===== src/rtl/uart_rx_os_if.sv =====
// Output stream bundle of the oversampling UART receiver.
// master drives head word and flags, slave returns m_ready.
interface uart_rx_os_if #(
    parameter int DATA_BITS = 8
);
    logic                 m_valid;
    logic                 m_ready;
    logic [DATA_BITS-1:0] m_data;
    logic                 m_err_frame;
    logic                 m_err_parity;
    logic                 m_break;

    modport master (
        output m_valid, m_data, m_err_frame, m_err_parity, m_break,
        input  m_ready
    );
    modport slave (
        input  m_valid, m_data, m_err_frame, m_err_parity, m_break,
        output m_ready
    );
endinterface


===== src/rtl/uart_rx_os.sv =====
// Oversampled UART receiver with 3-sample majority vote,
// runtime baud divisor, error tagging and an output FIFO.
// Ports: clk, rst_n, baud_div, rx, m (stream master),
// overrun/clr_overrun, fifo_level, busy.
module uart_rx_os #(
    parameter int DATA_BITS   = 8,
    parameter int PARITY_TYPE = 0,
    parameter int STOP_BIT    = 1,
    parameter int OVERSAMPLE  = 16,
    parameter int DIV_W       = 16,
    parameter int FIFO_DEPTH  = 8
) (
    input  logic                          clk,
    input  logic                          rst_n,
    input  logic [DIV_W-1:0]              baud_div,
    input  logic                          rx,
    uart_rx_os_if.master                  m,
    output logic                          overrun,
    input  logic                          clr_overrun,
    output logic [$clog2(FIFO_DEPTH):0]   fifo_level,
    output logic                          busy
);
    localparam int OSW = $clog2(OVERSAMPLE);
    localparam int BW  = $clog2(DATA_BITS + 1);
    localparam int AW  = $clog2(FIFO_DEPTH);
    localparam int W   = DATA_BITS + 3;

    localparam logic [OSW-1:0] OS_S0  = OSW'(OVERSAMPLE/2 - 1);
    localparam logic [OSW-1:0] OS_S1  = OSW'(OVERSAMPLE/2);
    localparam logic [OSW-1:0] OS_MID = OSW'(OVERSAMPLE/2 + 1);
    localparam logic [OSW-1:0] OS_END = OSW'(OVERSAMPLE - 1);

    typedef enum logic [2:0] {
        ARM, IDLE, START, DATA, PARITY, STOP
    } state_t;

    state_t               r_state;
    logic                 r_rx_meta, r_rx_s;
    logic [DIV_W-1:0]     r_div, r_cnt;
    logic [OSW-1:0]       r_os;
    logic [BW-1:0]        r_bit;
    logic [1:0]           r_smp;
    logic [DATA_BITS-1:0] r_data;
    logic                 r_par, r_ferr;
    logic                 r_commit;
    logic [W-1:0]         r_cword;

    logic [DIV_W-1:0]     w_baud, w_div;
    logic                 w_tick, w_start, w_maj, w_ferr, w_perr, w_brk;

    // Two-flop synchroniser; idle-high reset avoids a fake start.
    always_ff @(posedge clk or negedge rst_n) begin
        if (!rst_n) begin
            r_rx_meta <= 1'b1;
            r_rx_s    <= 1'b1;
        end else begin
            r_rx_meta <= rx;
            r_rx_s    <= r_rx_meta;
        end
    end

    // Live divisor while waiting, frozen copy during a frame.
    assign w_baud  = (baud_div == '0) ? DIV_W'(1) : baud_div;
    assign w_div   = (r_state == ARM || r_state == IDLE) ? w_baud : r_div;
    assign w_tick  = (r_cnt >= w_div - DIV_W'(1));
    assign w_start = (r_state == IDLE) && !r_rx_s;

    always_ff @(posedge clk or negedge rst_n) begin
        if (!rst_n)       r_cnt <= '0;
        else if (w_start) r_cnt <= '0;
        else if (w_tick)  r_cnt <= '0;
        else              r_cnt <= r_cnt + DIV_W'(1);
    end

    assign w_maj = (r_smp[0] & r_smp[1]) | (r_rx_s & (r_smp[0] | r_smp[1]));
    assign w_ferr = r_ferr | !w_maj;
    assign w_perr = (PARITY_TYPE == 0) ? 1'b0 :
                    (PARITY_TYPE == 1) ? (^r_data ^ r_par) :
                                         ~(^r_data ^ r_par);
    assign w_brk  = w_ferr && (r_data == '0) &&
                    ((PARITY_TYPE == 0) || !r_par);

    always_ff @(posedge clk or negedge rst_n) begin
        if (!rst_n) begin
            r_state  <= ARM;
            r_div    <= DIV_W'(1);
            r_os     <= '0;
            r_bit    <= '0;
            r_smp    <= 2'b11;
            r_data   <= '0;
            r_par    <= 1'b0;
            r_ferr   <= 1'b0;
            r_commit <= 1'b0;
            r_cword  <= '0;
        end else begin
            r_commit <= 1'b0;
            if (r_state == ARM) begin
                if (!r_rx_s) begin
                    r_os <= '0;
                end else if (w_tick) begin
                    if (r_os == OS_END) begin
                        r_os    <= '0;
                        r_state <= IDLE;
                    end else begin
                        r_os <= r_os + OSW'(1);
                    end
                end
            end else if (r_state == IDLE) begin
                if (!r_rx_s) begin
                    r_state <= START;
                    r_div   <= w_baud;
                    r_os    <= '0;
                    r_bit   <= '0;
                    r_ferr  <= 1'b0;
                    r_par   <= 1'b0;
                end
            end else if (w_tick) begin
                r_os <= (r_os == OS_END) ? '0 : r_os + OSW'(1);
                if (r_os == OS_S0 || r_os == OS_S1)
                    r_smp <= {r_smp[0], r_rx_s};
                unique case (r_state)
                    START: begin
                        if (r_os == OS_MID && w_maj) begin
                            r_state <= IDLE;
                        end else if (r_os == OS_END) begin
                            r_state <= DATA;
                            r_bit   <= '0;
                        end
                    end
                    DATA: begin
                        if (r_os == OS_MID)
                            r_data <= {w_maj, r_data[DATA_BITS-1:1]};
                        if (r_os == OS_END) begin
                            if (r_bit == BW'(DATA_BITS - 1)) begin
                                r_bit   <= '0;
                                r_state <= (PARITY_TYPE != 0) ? PARITY : STOP;
                            end else begin
                                r_bit <= r_bit + BW'(1);
                            end
                        end
                    end
                    PARITY: begin
                        if (r_os == OS_MID)
                            r_par <= w_maj;
                        if (r_os == OS_END) begin
                            r_bit   <= '0;
                            r_state <= STOP;
                        end
                    end
                    STOP: begin
                        if (r_os == OS_MID) begin
                            r_ferr <= w_ferr;
                            // Commit at the last stop mid-point so the
                            // next start edge is not missed.
                            if (r_bit == BW'(STOP_BIT - 1)) begin
                                r_commit <= 1'b1;
                                r_cword  <= {w_brk, w_perr, w_ferr, r_data};
                                r_state  <= IDLE;
                            end
                        end
                        if (r_os == OS_END)
                            r_bit <= r_bit + BW'(1);
                    end
                    default: r_state <= IDLE;
                endcase
            end
        end
    end

    assign busy = (r_state != ARM) && (r_state != IDLE);

    logic [W-1:0]  r_mem [FIFO_DEPTH];
    logic [AW-1:0] r_wp, r_rp;
    logic [AW:0]   r_lvl;
    logic          w_pop, w_full, w_push, w_drop;
    logic [W-1:0]  w_head;

    assign w_pop  = m.m_valid && m.m_ready;
    assign w_full = (r_lvl == (AW+1)'(FIFO_DEPTH));
    assign w_push = r_commit && (!w_full || w_pop);
    assign w_drop = r_commit && w_full && !w_pop;

    always_ff @(posedge clk or negedge rst_n) begin
        if (!rst_n) begin
            r_wp  <= '0;
            r_rp  <= '0;
            r_lvl <= '0;
            for (int i = 0; i < FIFO_DEPTH; i++) r_mem[i] <= '0;
        end else begin
            if (w_push) begin
                r_mem[r_wp] <= r_cword;
                r_wp        <= r_wp + AW'(1);
            end
            if (w_pop)
                r_rp <= r_rp + AW'(1);
            if (w_push && !w_pop)
                r_lvl <= r_lvl + (AW+1)'(1);
            else if (w_pop && !w_push)
                r_lvl <= r_lvl - (AW+1)'(1);
        end
    end

    always_ff @(posedge clk or negedge rst_n) begin
        if (!rst_n)           overrun <= 1'b0;
        else if (w_drop)      overrun <= 1'b1;
        else if (clr_overrun) overrun <= 1'b0;
    end

    assign w_head         = (r_lvl != '0) ? r_mem[r_rp] : '0;
    assign m.m_valid      = (r_lvl != '0);
    assign m.m_data       = w_head[DATA_BITS-1:0];
    assign m.m_err_frame  = w_head[DATA_BITS];
    assign m.m_err_parity = w_head[DATA_BITS+1];
    assign m.m_break      = w_head[DATA_BITS+2];
    assign fifo_level     = r_lvl;
endmodule

===== src/flat_wrapper.sv =====
// flat-port wrapper written by rule: the top's interface ports become plain ports
module uart_rx_os_flat 
#(
    parameter int DATA_BITS   = 8,
    parameter int PARITY_TYPE = 0,
    parameter int STOP_BIT    = 1,
    parameter int OVERSAMPLE  = 16,
    parameter int DIV_W       = 16,
    parameter int FIFO_DEPTH  = 8
)
  (clk, rst_n, baud_div, rx, overrun, clr_overrun, fifo_level, busy, m_m_valid, m_m_data, m_m_err_frame, m_m_err_parity, m_m_break, m_m_ready);
  uart_rx_os_if #(.DATA_BITS(DATA_BITS)) m_i ();
  input  logic clk;
  input  logic rst_n;
  input  logic [DIV_W-1:0] baud_div;
  input  logic rx;
  output logic overrun;
  input  logic clr_overrun;
  output logic [$clog2(FIFO_DEPTH):0] fifo_level;
  output logic busy;
  output wire logic [$bits(m_i.m_valid)-1:0] m_m_valid;
  output wire logic [$bits(m_i.m_data)-1:0] m_m_data;
  output wire logic [$bits(m_i.m_err_frame)-1:0] m_m_err_frame;
  output wire logic [$bits(m_i.m_err_parity)-1:0] m_m_err_parity;
  output wire logic [$bits(m_i.m_break)-1:0] m_m_break;
  input wire logic [$bits(m_i.m_ready)-1:0] m_m_ready;
  assign m_m_valid = m_i.m_valid;
  assign m_m_data = m_i.m_data;
  assign m_m_err_frame = m_i.m_err_frame;
  assign m_m_err_parity = m_i.m_err_parity;
  assign m_m_break = m_i.m_break;
  assign m_i.m_ready = m_m_ready;
  uart_rx_os #(.DATA_BITS(DATA_BITS), .PARITY_TYPE(PARITY_TYPE), .STOP_BIT(STOP_BIT), .OVERSAMPLE(OVERSAMPLE), .DIV_W(DIV_W), .FIFO_DEPTH(FIFO_DEPTH)) u_core (.clk(clk), .rst_n(rst_n), .baud_div(baud_div), .rx(rx), .m(m_i), .overrun(overrun), .clr_overrun(clr_overrun), .fifo_level(fifo_level), .busy(busy));
endmodule

===== config.mk =====
export PLATFORM = sky130hd
export DESIGN_NAME = uart_rx_os_flat
export DESIGN_NICKNAME = d
export VERILOG_FILES = /design/src/rtl/uart_rx_os_if.sv /design/src/rtl/uart_rx_os.sv /design/src/flat_wrapper.sv
export SDC_FILE = /design/constraint.sdc
export NUM_CORES = 1
export LEC_CHECK = 0
export BUFFER_PORTS_ARGS = -buffer_cell sky130_fd_sc_hd__buf_4
export CORE_ASPECT_RATIO = 0.9
export CORE_MARGIN = 3
export CORE_UTILIZATION = 40
export CTS_CLUSTER_SIZE = 10
export DETAILED_ROUTE_END_ITERATION = 10
export GPL_ROUTABILITY_DRIVEN = 0
export GPL_TIMING_DRIVEN = 0
export SLEW_MARGIN = 20
export SYNTH_ARGS = -nofsm -noshare
export SYNTH_HDL_FRONTEND = slang
export SYNTH_SLANG_ARGS = --single-unit

===== constraint.sdc =====
create_clock -name clk -period 5.1 [get_ports clk]
set_clock_uncertainty 0.15 [all_clocks]
set_input_delay 0.51 -clock clk [delete_from_list [all_inputs] [get_ports clk]]
set_output_delay 0.51 -clock clk [all_outputs]
set_load 0.005 [all_outputs]

# Word-level counts from Yosys, hierarchy flattened
# Cells that the tools add are included.
# totals
reg_bits,166
input_bits,21
out_inout_bits,18
elab_cells,164
# op_classes
add_sub_neg,8
n_lt_le_gt_ge,4
n_eq_ne,25
muxes,55
n_bitwise,10
n_reduce_logical,38
# op_table
cell,n
88-bit bitwise mux,1
16-bit 2-to-1 mux,4
4-bit 2-to-1 mux,15
11-bit 2-to-1 mux,4
3-bit 2-to-1 mux,14
11-bit binary-select mux with 3-bit select,1
11-bit demux with 3-bit select,1
16-bit by 1-bit adder with 16-bit output (second input constant),1
4-bit equality test (second input constant),4
16-bit greater-or-equal comparator,1
16-bit zero test,1
4-bit by 1-bit inequality test with 1-bit output (second input constant),4
4-bit case mux with 4 select lines,1
16-bit by 1-bit subtractor with 16-bit output (second input constant),1
1-bit 2-to-1 mux,13
4-bit by 1-bit adder with 4-bit output (second input constant),3
3-bit by 1-bit inequality test with 1-bit output (second input constant),4
3-bit case mux with 4 select lines,1
1-bit logical AND,11
11-bit AND reduction,1
5-bit AND reduction,2
2-bit nonzero test,5
4-bit by 3-bit equality test with 1-bit output (second input constant),2
4-bit greater-or-equal comparator (second input constant),2
other kinds (26),43

# Depth between registers and ports, before layout
# logic_depth
depth_word,9
ltp_mapped,23

# Worst setup path after synthesis
# Ideal clock, no wire load.
# synth_timing
path_type,register to register
startpoint,reg u_core.r_state[1]
endpoint,reg u_core.r_cword[10]
setup_ns,0.125
t_arrival_ns,5.270
slack_ns,-0.445
path_stages_with_launch,24
period_less_slack_ns,5.545
path_cell_list,dfrtp_1 -> clkbuf_1 -> nor2_1 -> clkinv_1 -> buf_1 -> buf_1 -> nor2_1 -> a21oi_1 -> ha_1 -> o211ai_1 -> or3_1 -> clkbuf_1 -> nor3_1 -> xor2_1 -> mux2i_1 -> ha_1 -> nand4_1 -> or4_1 -> o32a_1 -> and4b_1 -> buf_6 -> nor3_2 -> buf_4 -> mux2_2
# synth_via
elab_chain_len,6
# synth_lines
element,line_no,source
start: declaration,uart_rx_os.sv:37,state_t r_state;
start signal: assignment,uart_rx_os.sv:136,r_state <= (PARITY_TYPE != 0) ? PARITY : STOP;
3-bit by 1-bit equality test with 1-bit output or 3-bit zero test (tied branches),"uart_rx_os.sv:64, uart_rx_os.sv:108, uart_rx_os.sv:97",
1-bit logical OR,uart_rx_os.sv:64,assign w_div = (r_state == ARM || r_state == IDLE) ? w_baud : r_div;
16-bit 2-to-1 mux,uart_rx_os.sv:64,
16-bit by 1-bit subtractor with 16-bit output,uart_rx_os.sv:65,assign w_tick = (r_cnt >= w_div - DIV_W'(1));
16-bit greater-or-equal comparator,uart_rx_os.sv:65,
6-bit AND reduction (no source line) (*),-,
end signal: assignment,uart_rx_os.sv:157,"r_cword <= {w_brk, w_perr, w_ferr, r_data};"
end: declaration,uart_rx_os.sv:46,logic [W-1:0] r_cword;
# Mark *: on every way between the ends. The rest lies on a longest branch, timed or not.
# A chain may end at the register's enable or synchronous reset.

# Worst setup path after layout
# layout_timing
startpoint,in baud_div[6]
endpoint,reg u_core.r_cword[3]
# layout_via
elab_chain_len,6
# layout_lines
element,line_no,source
start: declaration,flat_wrapper.sv:15,input logic [DIV_W-1:0] baud_div;
16-bit zero test,uart_rx_os.sv:63,assign w_baud = (baud_div == '0) ? DIV_W'(1) : baud_div;
16-bit 2-to-1 mux (*),uart_rx_os.sv:63,
16-bit 2-to-1 mux (*),uart_rx_os.sv:64,
16-bit by 1-bit subtractor with 16-bit output (*),uart_rx_os.sv:65,
16-bit greater-or-equal comparator (*),uart_rx_os.sv:65,
6-bit AND reduction (no source line) (*),-,
# Marked as above.

==> summary.txt <==
Outcome
  – Run status: finished clean

Synthesis
  – Post-synth top area share: 47.2%
  – Synth Area in Compound Gates: 4.93%
  – Area leader, netlist: dfrtp_1
  – Simple-gate area share of the yosys netlist: 10.4%
  – Adder-cell area share of the yosys netlist: 4.69%
  – Post-synthesis sequential area ratio: 48.8%
  – Largest family of logic cells by synthesized area: multiplexers
  – Yosys warning count: 0
  – Post-synth EDFFs: 0
  – Syn_area_per_cell: 12.1 µm²
  – Synth Area in XOR/XNOR: 3.99%
  – Post-Syn Area: 0.00812 mm²
  – Post-synthesis mux area share: 24.7%
  – Synth top area cells: dfrtp_1 (47%), mux2_2 (16%), mux4_2 (5.6%), ha_1 (4.3%), mux2i_1 (3.0%)
  – Unique masters post-synth: 54
  – Synth Register Bits: 158
  – Main synth FF type: dfrtp_1
  – Syn Nets: 718
  – Post-synth ARST share: 100%
  – Synth Instances: 668

Pwr
  – Pwr/cell area: 531 mW/mm²
  – Leakage: 4.60 nW
  – Design Power: 5.13 mW
  – Peak VDD IR: 0.000285 V

Worst setup path
  – Worst R2R Path Depth: 19
  – Crit path required time: 5250 ps
  – Crit path capture type: flip-flop
  – CP max stage cell: or4_1
  – Worst Path Arrival: 5220 ps
  – Worst Setup Start Kind: input pin
  – CP Max Fanout: 6
  – Critical path's largest stage delay: 520 ps
  – Cells along the critical path: buf_8, or4_4, or4_4, nor2_4, nor2_4, nor2_2, a21oi_2, ha_2, o211ai_1, or3_4, nor2_4, xor2_1, a21oi_2, ha_1, nand4_1, or4_1, o32a_1, and4b_1, buf_6, nor3_4, buf_6, mux2_4
  – Crit path kind: input pin to flip-flop
  – Reg2reg setup slack: 210 ps
  – Most used cell along the critical path: nor2_4
  – Worst r2r src: u_core.r_state[1]
  – R2R Path End: u_core.r_cword[3]

Layout
  – Storage cell area: 0.00396 mm²
  – Area of the multi-input gates: 0.00413 mm²
  – Final core utilization: 49.5%
  – # nets final: 786
  – Area Overhead vs Synth: 19.1%
  – Number of diodes: 0
  – Fraction of layout cells with a size suffix above 1: 34.2%
  – Fill cells: 1,687

Timing
  – Final period util: 99.3%
  – Measured slew at the worst slew-check pin: 1020 ps
  – RSZ-0062 raised after global routing: yes
  – Max-slew violations: 0
  – Fmax: 197 MHz
  – Max_slew headroom: 32.1%
  – Final Hold Viols: 0
  – # setup viols final: 0
  – Min Tclk post-route: 5070 ps

Detailed routing
  – WL final: 17.7 mm
  – Vias: 5,531
  – DR WL/cell: 17.8 µm
  – 1st-iter DRT viols: 231
  – Vias per cell: 5.54
  – Routed Antenna Nets: 0
  – Residual DRC: 0
  – TritonRoute pass-1 iters: 5

Placement
  – PortBufs: 37
  – Dpl hpwl: 12.2 mm

Global route
  – First-pass GRT wire length: 29.5 mm
  – Antenna violations before repair: 0
  – Number of global-route vias before repair: 5,799
  – Congestion Overflow GR: 0
  – Largest net degree at the start of global routing: 103
  – GRT Util Overall: 16.9%

Floorplanning
  – Die span in x: 156 µm
  – Die ar.: 0.0220 mm²
  – Ports: 39
  – DIE HEIGHT: 141 µm
  – Rows: 48
  – Starting Density: 41.6%
  – Core area: 0.0195 mm²

Min path
  – Min-Delay Path Depth: 1
  – Worst Hold Path EP: u_core.r_rx_meta
  – Hold wc startpoint: rx
  – Class of the worst hold path: input pin to flip-flop

Clock tree
  – Clk Latency, worst-skew pair: 430 ps
  – H-tree levels: 4
  – Reg clk slew, reported paths: 60 ps
  – Deepest clock path buffer count: 2
  – Clock sinks: 158
  – Clock Root Buffer: clkbuf_16
  – TritonCTS clock tree: done
  – CTS buffer count: 17

Flow run
  – Max-cap viol count: 0
## repair_timing
| action | in CTS | in global routing |
|---|---|---|
| setup buffers | 6 | 6 |
| endpoints found under the setup margin | 49 | 45 |
| cloned | 1 | 0 |
| hold endpoints to repair | 56 | 0 |
| pin swaps | 4 | 18 |
| resized for setup | 17 | 41 |
| hold buffers | 1 | 0 |
## power by group
group | total (mW) | switching (mW) | internal [mW] | leakage (nW)
Clock | 1.29 | 0.536 | 0.757 | 0.296
Sequential | 1.55 | 0.146 | 1.40 | 2.14
Combinational | 2.29 | 1.31 | 0.978 | 2.16
Total | 5.13 | 1.99 | 3.14 | 4.60
## kinds of logic (layout without fill, tap and decap cells)
kind of cell	after synthesis	after routing
AND/OR/NAND/NOR	168	168
XOR/XNOR	37	37
other	1	1
adder cells (fa/ha/maj)	30	30
buffers and inverters	48	129
multiplexers	161	161
flip-flops	158	158
AO/OA/AOI/OAI	65	65
## cell usage after synthesis (all sizes together) (3+ instances only)
| master | n |
|---|---|
| buf | 9 |
| o21ai | 17 |
| nand4b | 5 |
| nand2b | 5 |
| nand4 | 8 |
| or3 | 3 |
| or4 | 4 |
| o211ai | 4 |
| dfstp | 5 |
| nor3 | 11 |
| xor2 | 18 |
| and3 | 8 |
| nor4 | 6 |
| mux4 | 20 |
| mux2 | 117 |
| clkbuf | 20 |
| a21oi | 17 |
| inv | 17 |
| xnor2 | 19 |
| nor2 | 60 |
| nand3b | 3 |
| dfrtp | 153 |
| nand2 | 28 |
| a31oi | 6 |
| ha | 28 |
| o22ai | 6 |
| nand3 | 19 |
| a211oi | 3 |
| mux2i | 24 |
## area by class of cell
| class | count | share of cell area [%] |
|---|---|---|
| repair buffers | 52 | 4.64 |
| inverters | 19 | 0.790 |
| clock buffers | 19 | 4.69 |
| well taps | 250 | 3.24 |
| multi-input cells | 462 | 42.7 |
| clock inverters | 13 | 1.59 |
| flip-flops and latches | 158 | 41.0 |
| plain buffers | 26 | 1.33 |
## metal layers
layer	routed length [µm]	part of all wire [%]	vias to the layer above	global-route usage, %
met1	7900	45	2790	21.6
met3	793	4.5	24	3.90
met5	0	0	-	0
met2	8790	50	138	28.7
met4	257	1.4	0	5.07
li1	-	-	2579	-
## placed cells by master (no fill, tap or decap), types with 8 or more instances in the layout
cell type	netlist	layout
dfrtp_1	153	151
mux2_2	117	101
nor2_1	60	55
buf_4	2	47
nand2_1	28	28
ha_1	28	27
mux2i_1	24	23
mux4_2	20	20
xnor2_1	19	19
nand3_1	19	19
xor2_1	18	18
clkbuf_1	20	17
inv_1	17	17
clkbuf_16	0	17
o21ai_0	16	16
mux2_4	0	16
a21oi_1	17	15
nand4_1	8	8
and3_1	8	8
## flip-flops by register name, indices dropped and copies added (netlist names)
register and flops:
u_core.r_mem 80, u_core.r_os 4, u_core.r_ferr 1, u_core.r_div 16, u_core.r_rx_s 1, u_core.r_bit 4
u_core.r_cnt 16, u_core.r_wp 3, u_core.r_rx_meta 1, u_core.r_smp 2, u_core.r_data 8, u_core.r_cword 10
u_core.overrun 1, u_core.r_rp 3, u_core.r_state 3, u_core.fifo_level 4, u_core.r_commit 1
## worst max path at each step
stage | slack [ps] | start | cells past startpoint | end
global route | -140 | baud_div[6] | 22 | u_core.r_cword[3]
global placement | -650 | u_core.r_state[1] | 22 | u_core.r_cword[6]
detailed placement | -780 | u_core.r_state[1] | 22 | u_core.r_cword[2]
floorplan | 1 | u_core.r_state[1] | 22 | u_core.r_cword[10]
CTS | 5 | u_core.r_state[1] | 20 | u_core.r_cword[2]
finish | 30 | baud_div[6] | 22 | u_core.r_cword[3]
## per-stage QoR
step	std cells	instance area, µm²	setup TNS (ps)	setup slack [ps]	hold slack, ps
final	999	9660	0	34.1	39.6
after global routing	999	9660	-1550	-140	24.1
after CTS	994	9480	0	5.18	26.6
after detailed placement	956	8750	-27400	-777	197
after global placement	955	8710	-22540	-649	198
after floorplan	668	8120	0	1.19	64.4
## worst max-delay path, delay by kind of cell
kind / cells / cell delay, ps
buf+inv: 3 / 430
compound gates: 4 / 610
simple gates: 11 / 2700
xor+xnor: 1 / 170
fa+ha+maj: 2 / 470
mux: 1 / 310
(Power assumes the default switching activity.)
